**config.mk**
```make
export PLATFORM = sky130hd
export DESIGN_NAME = operand_fetch
export DESIGN_NICKNAME = d
export VERILOG_FILES = /design/src/rtl/core_pkg.sv /design/src/rtl/operand_bypass.sv /design/src/rtl/operand_fetch.sv
export SDC_FILE = /design/constraint.sdc
export NUM_CORES = 1
export LEC_CHECK = 0
export BUFFER_PORTS_ARGS = -buffer_cell sky130_fd_sc_hd__buf_4
export CAP_MARGIN = 20
export CORE_MARGIN = 2
export CORE_UTILIZATION = 30
export CTS_BUF_LIST = sky130_fd_sc_hd__clkbuf_16
export CTS_CLUSTER_DIAMETER = 100
export DETAILED_ROUTE_END_ITERATION = 7
export SYNTH_ARGS = -nofsm -noshare
export SYNTH_HDL_FRONTEND = slang
export SYNTH_SLANG_ARGS = --single-unit
```
**constraint.sdc**
```tcl
create_clock -name clk -period 5.25 [get_ports clk]
set_clock_uncertainty 0.15 [all_clocks]
set_input_delay 0.2625 -clock clk [delete_from_list [all_inputs] [get_ports clk]]
set_output_delay 0.2625 -clock clk [all_outputs]
set_load 0.005 [all_outputs]
```
**src/rtl/core_pkg.sv**
```systemverilog
// Shared types and constants for the decode->execute operand fetch slice.
//   XLEN      : operand/data width
//   CTRL_W    : width of the opaque decoded-control bundle
//   REG_IDX_W : register index width
//   idex_t    : contents of the ID/EX pipeline register
package core_pkg;

   localparam int XLEN      = 32;
   localparam int CTRL_W    = 16;
   localparam int REG_IDX_W = 5;

   typedef logic [CTRL_W-1:0] ctrl_t;

   typedef struct packed {
      logic [XLEN-1:0]      pc;
      logic [XLEN-1:0]      imm;
      ctrl_t                ctrl;
      logic [REG_IDX_W-1:0] rd;
      logic                 rd_we;
      logic [XLEN-1:0]      op1;
      logic [XLEN-1:0]      op2;
   } idex_t;

   // True when a producer index names the same real register as a consumer.
   // x0 never matches because it has no producer.
   function automatic logic idx_match(input logic [REG_IDX_W-1:0] prod,
                                      input logic [REG_IDX_W-1:0] cons);
      return (prod != '0) && (prod == cons);
   endfunction

endpackage

```
**src/rtl/operand_bypass.sv**
```systemverilog
// Single-operand resolver: 4-way priority mux x0 / EX / WB / regfile.
// Ports:
//   idx             source register index
//   ex_we/ex_rd/ex_data   EX-stage forwarding source
//   wb_we/wb_wa/wb_wd     writeback forwarding source (regfile write is
//                         registered, so the same-cycle read is stale)
//   rf_data         regfile read data for idx
//   op              resolved operand
module operand_bypass
   import core_pkg::*;
(
   input  logic [REG_IDX_W-1:0] idx,
   input  logic                 ex_we,
   input  logic [REG_IDX_W-1:0] ex_rd,
   input  logic [XLEN-1:0]      ex_data,
   input  logic                 wb_we,
   input  logic [REG_IDX_W-1:0] wb_wa,
   input  logic [XLEN-1:0]      wb_wd,
   input  logic [XLEN-1:0]      rf_data,
   output logic [XLEN-1:0]      op
);

   always_comb begin
      op = rf_data;
      if (idx == '0)
         op = '0;
      else if (ex_we && (ex_rd == idx))
         op = ex_data;
      else if (wb_we && (wb_wa == idx))
         op = wb_wd;
   end

endmodule

```
**src/rtl/operand_fetch.sv**
```systemverilog
// Decode->execute stage: drives regfile read addresses, resolves both
// operands with EX/WB bypass, stalls on load-use hazards, and holds the
// ID/EX pipeline register behind a valid/ready handshake. flush drops both
// the incoming instruction and the one held in ID/EX.
// Ports:
//   clk, reset            core clock, async active-high reset
//   flush                 branch redirect kill
//   in_*                  decoded instruction from decode (valid/ready)
//   rf_ra*/rf_rd*         regfile read port pair
//   ex_fwd_*              EX-stage forwarding and pending (load) flag
//   wb_*                  regfile write port, also used for bypass
//   out_*                 ID/EX register contents toward execute (valid/ready)
module operand_fetch
   import core_pkg::*;
(
   input  logic                 clk,
   input  logic                 reset,
   input  logic                 flush,
   input  logic                 in_valid,
   output logic                 in_ready,
   input  logic [XLEN-1:0]      in_pc,
   input  logic [REG_IDX_W-1:0] in_rs1,
   input  logic [REG_IDX_W-1:0] in_rs2,
   input  logic                 in_rs1_used,
   input  logic                 in_rs2_used,
   input  logic [REG_IDX_W-1:0] in_rd,
   input  logic                 in_rd_we,
   input  logic [XLEN-1:0]      in_imm,
   input  logic [CTRL_W-1:0]    in_ctrl,
   output logic [REG_IDX_W-1:0] rf_ra1,
   output logic [REG_IDX_W-1:0] rf_ra2,
   input  logic [XLEN-1:0]      rf_rd1,
   input  logic [XLEN-1:0]      rf_rd2,
   input  logic                 ex_fwd_we,
   input  logic [REG_IDX_W-1:0] ex_fwd_rd,
   input  logic [XLEN-1:0]      ex_fwd_data,
   input  logic                 ex_fwd_pend,
   input  logic                 wb_we,
   input  logic [REG_IDX_W-1:0] wb_wa,
   input  logic [XLEN-1:0]      wb_wd,
   output logic                 out_valid,
   input  logic                 out_ready,
   output logic [XLEN-1:0]      out_pc,
   output logic [XLEN-1:0]      out_imm,
   output logic [CTRL_W-1:0]    out_ctrl,
   output logic [REG_IDX_W-1:0] out_rd,
   output logic                 out_rd_we,
   output logic [XLEN-1:0]      out_op1,
   output logic [XLEN-1:0]      out_op2
);

   logic            valid_q;
   idex_t           idex_q;
   logic [XLEN-1:0] op1;
   logic [XLEN-1:0] op2;
   logic            haz;
   logic            accept;

   assign rf_ra1 = in_rs1;
   assign rf_ra2 = in_rs2;

   operand_bypass u_byp1 (
      .idx     (in_rs1),
      .ex_we   (ex_fwd_we),
      .ex_rd   (ex_fwd_rd),
      .ex_data (ex_fwd_data),
      .wb_we   (wb_we),
      .wb_wa   (wb_wa),
      .wb_wd   (wb_wd),
      .rf_data (rf_rd1),
      .op      (op1)
   );

   operand_bypass u_byp2 (
      .idx     (in_rs2),
      .ex_we   (ex_fwd_we),
      .ex_rd   (ex_fwd_rd),
      .ex_data (ex_fwd_data),
      .wb_we   (wb_we),
      .wb_wa   (wb_wa),
      .wb_wd   (wb_wd),
      .rf_data (rf_rd2),
      .op      (op2)
   );

   // Load in EX whose result is not ready yet and is needed by this instruction.
   assign haz = in_valid && ex_fwd_we && ex_fwd_pend &&
                ((in_rs1_used && idx_match(ex_fwd_rd, in_rs1)) ||
                 (in_rs2_used && idx_match(ex_fwd_rd, in_rs2)));

   assign in_ready = (!valid_q || out_ready) && !haz;
   assign accept   = in_valid && in_ready;

   always_ff @(posedge clk or posedge reset) begin
      if (reset) begin
         valid_q <= 1'b0;
         idex_q  <= '0;
      end else if (flush) begin
         valid_q <= 1'b0;
      end else if (accept) begin
         valid_q      <= 1'b1;
         idex_q.pc    <= in_pc;
         idex_q.imm   <= in_imm;
         idex_q.ctrl  <= in_ctrl;
         idex_q.rd    <= in_rd;
         idex_q.rd_we <= in_rd_we;
         idex_q.op1   <= op1;
         idex_q.op2   <= op2;
      end else if (out_ready) begin
         // Consumed with nothing to replace it (includes a stall while draining).
         valid_q <= 1'b0;
      end
   end

   assign out_valid = valid_q;
   assign out_pc    = idex_q.pc;
   assign out_imm   = idex_q.imm;
   assign out_ctrl  = idex_q.ctrl;
   assign out_rd    = idex_q.rd;
   assign out_rd_we = idex_q.rd_we;
   assign out_op1   = idex_q.op1;
   assign out_op2   = idex_q.op2;

endmodule

```
==> metrics.yaml <==
hp-class: "in -> reg"
worst_pin_slew_ns: 1.13
finalHoldViolations: 0
clkPwrFrac: 0.322
dp.cells: 1375
layout_commonest_cell: "buf_4"
boundaryPins: 406
placed_cell_area_um2: 11100
dieArea_um2: 27500
pwr-share-comb: 0.283
run_status: "finished clean"
dr.pass1.iters: 5
grt_usage: 0.233
hold_path_depth: 3
cts_max_level: 4
cts_root_buf: "clkbuf_16"
path_cells: "buf_4 -> xnor2_1 -> nand3_2 -> nor3_1 -> nor3_1 -> buf_4"
startpoint_type: "input port"
synth.cell_area_um2: 7870
yosysTopAreaCell: "dfrtp_1"
area_growth_syn_to_layout_pct: 60.6
rows: 59
viasPerCell: 5.30
path_buf_inv: 2
yosysTopAreaCellShare: 0.480
worstPathRequired_ns: 4.84
post-route-cell-area_um2: 12600
worst-path-max-fanout: 34
cpPeakStageDelay_ns: 0.73
cp_data_arrival_time_ns: 2.28
layout.cells.non_filler: 1499
wl_mm: 32.9
initial_core_util: 0.304
post_cts_buffers: 0
clock_path_buffers: 2
r2r_cells: 4
synth_warnings: 0
ant_nets: 0
peakVddDrop_uv: 201
port-buffer-count: 405
synth_cells: 701
r2r-end: "out_pc[22]"
synth_cell_types: 25
slew_viol_final: 0
final_cell_mix: "buf_4 (418), dfrtp_1 (151), mux2_1 (89)"
syn_nets: 945
maxCapViolations: 0
gp_congestion: 0.864
relSlewSlack: 0.247
grt_pass1_vias: 8437
final_layout_size_suffix_gt1_frac: 0.451
num_vias: 7948
reg2reg_setup_slack_ns: 3.21
p_int_mw: 2.69
min_period_ns: 2.69
dp_hpwl_mm: 22.6
fill_cells: 2377
finalSetupViolCount: 0
insertion_delay_ns: 0.41
core_um2: 25900
worstHoldStart: "out_ready"
crit_family: "simple AND/OR/NAND/NOR gates"
grt_setup_unrepaired: "false"
drt-wirelength-per-cell_um: 22.0
fin_nets: 1392
worstHoldEndpoint: "out_valid"
power_density_nw_per_um2: 302
yosys_register_bits: 151
synth_area_per_cell_um2: 11.2
cts_made_buffers: 17
period_share: 0.512
cts.clk_slew.worst_paths_ns: 0.07
crit_type: "in -> out"
ys_seq_area_frac: 0.480
cp_slowest_cell: "nand3_2"
die_w_um: 166
p_sw_frac: 0.297
grt_overflow_total: 0
fmax_ghz: 0.372
grt_max_degree: 106
antenna_found_initial: 3
clock-sinks: 151
seqPwrFrac: 0.395
drt_first_iter_violations: 749
worstReg2RegStart: "out_valid"
cts_tree: "done"
drc: 0
grt_pass1_wl_mm: 50.2
p_sw_mw: 1.13
synth_area_leaders: "dfrtp_1 (48%), mux2_1 (13%), mux2_2 (8.7%)"
endpoint_kind: "output port"
fin_setup_tns_ns: 0
fp.dieH_um: 166
leakagePower_nw: 5.54
==> metrics by stage <==
stage	setup slack, ns	hold WS [ns]	power (mW)	utilization
6_report	2.56	0.0710	3.82	0.488
4_1_cts	2.59	0.0424	3.86	0.486
3_5_place_dp	2.21	0.326	2.55	0.430
3_3_place_gp	2.25	0.319	2.53	0.429
2_1_floorplan	0.773	0.247	1.88	-
5_1_grt	2.36	0.0583	4.01	0.488
==> worst max-delay path by stage <==
stage | slack, ns | endpoint | cells after the start | startpoint
2_1_floorplan | 0.77 | out_ctrl[0] | 1 | reset
3_3_place_gp | 2.25 | out_imm[7] | 7 | in_rs1[1]
3_5_place_dp | 2.21 | out_imm[25] | 7 | in_rs1[1]
4_1_cts | 2.59 | in_ready | 6 | in_rs1[1]
5_1_grt | 2.36 | in_ready | 6 | in_rs1[1]
6_report | 2.56 | in_ready | 6 | in_rs1[1]
==> worst min-delay path, cell delays in order <==
cell and delay [ns]:
buf_4 0.08, nor2b_1 0.07, a21o_1 0.19
==> registers in the layout (all words and copies together), names as in the netlist <==
signal     flops
out_ctrl      16
out_imm       32
out_op1       32
out_op2       32
out_pc        32
out_rd         5
out_rd_we      1
out_valid      1
==> layout make-up <==
| class | count | area (µm²) | area share |
|---|---|---|---|
| Timing Repair Buffer | 510 | 4100 | 0.325 |
| Clock inverter | 15 | 161 | 0.0128 |
| Multi-Input combinational cell | 466 | 3730 | 0.295 |
| Sequential cell | 151 | 3780 | 0.299 |
| Inverter | 2 | 12.5 | 0.000990 |
| Tap cell | 335 | 419 | 0.0332 |
| Antenna cell | 3 | 7.51 | 0.000594 |
| Clock buffer | 17 | 425 | 0.0337 |
==> layer usage <==
layer  vias to the layer above  GRT usage  wire length [µm]
met4                         0     0.0934               917
met2                       414      0.390             16200
met1                      3888      0.290             13300
met3                        62     0.0579              2460
met5                         -          0                 0
li1                       3584          -                 -
==> cell usage after synthesis <==
master / n
a21o_1: 1
a31oi_1: 64
and4_1: 2
buf_2: 7
buf_4: 19
clkbuf_1: 56
dfrtp_1: 151
inv_1: 2
mux2_1: 89
mux2_2: 61
nand2_1: 14
nand3_1: 6
nand4_1: 48
nor2_1: 2
nor2b_1: 1
nor3_1: 5
nor4_4: 1
o2111ai_1: 1
o21ai_0: 64
o31ai_1: 64
or2_2: 2
or3_1: 18
or4_1: 1
xnor2_1: 20
xor2_1: 2
==> cell families (layout without fill, tap and decap cells) <==
logic type | Yosys count | count (layout) | synth area share
multiplexers | 150 | 150 | 0.215
XOR/XNOR | 22 | 22 | 0.0245
flip-flops | 151 | 151 | 0.480
other | 0 | 3 | 0
AND/OR/NAND/NOR | 100 | 100 | 0.0754
AO/OA/AOI/OAI | 194 | 194 | 0.155
buffers and inverters | 84 | 544 | 0.0503
==> what timing repair did <==
action | 4_1_cts | 5_1_grt
endpoints found under the hold margin | 186 | 0
resized for setup | 0 | 0
hold buffers | 88 | 0
==> power groups by stage <==
stage | sequential, mW | combinational [mW] | clock, mW
6_report | 1.51 | 1.08 | 1.23
5_1_grt | 1.54 | 1.16 | 1.31
3_5_place_dp | 1.53 | 1.02 | 0
2_1_floorplan | 1.53 | 0.352 | 0
3_3_place_gp | 1.52 | 1.01 | 0
4_1_cts | 1.51 | 1.08 | 1.27
(Power assumes the default switching activity.)
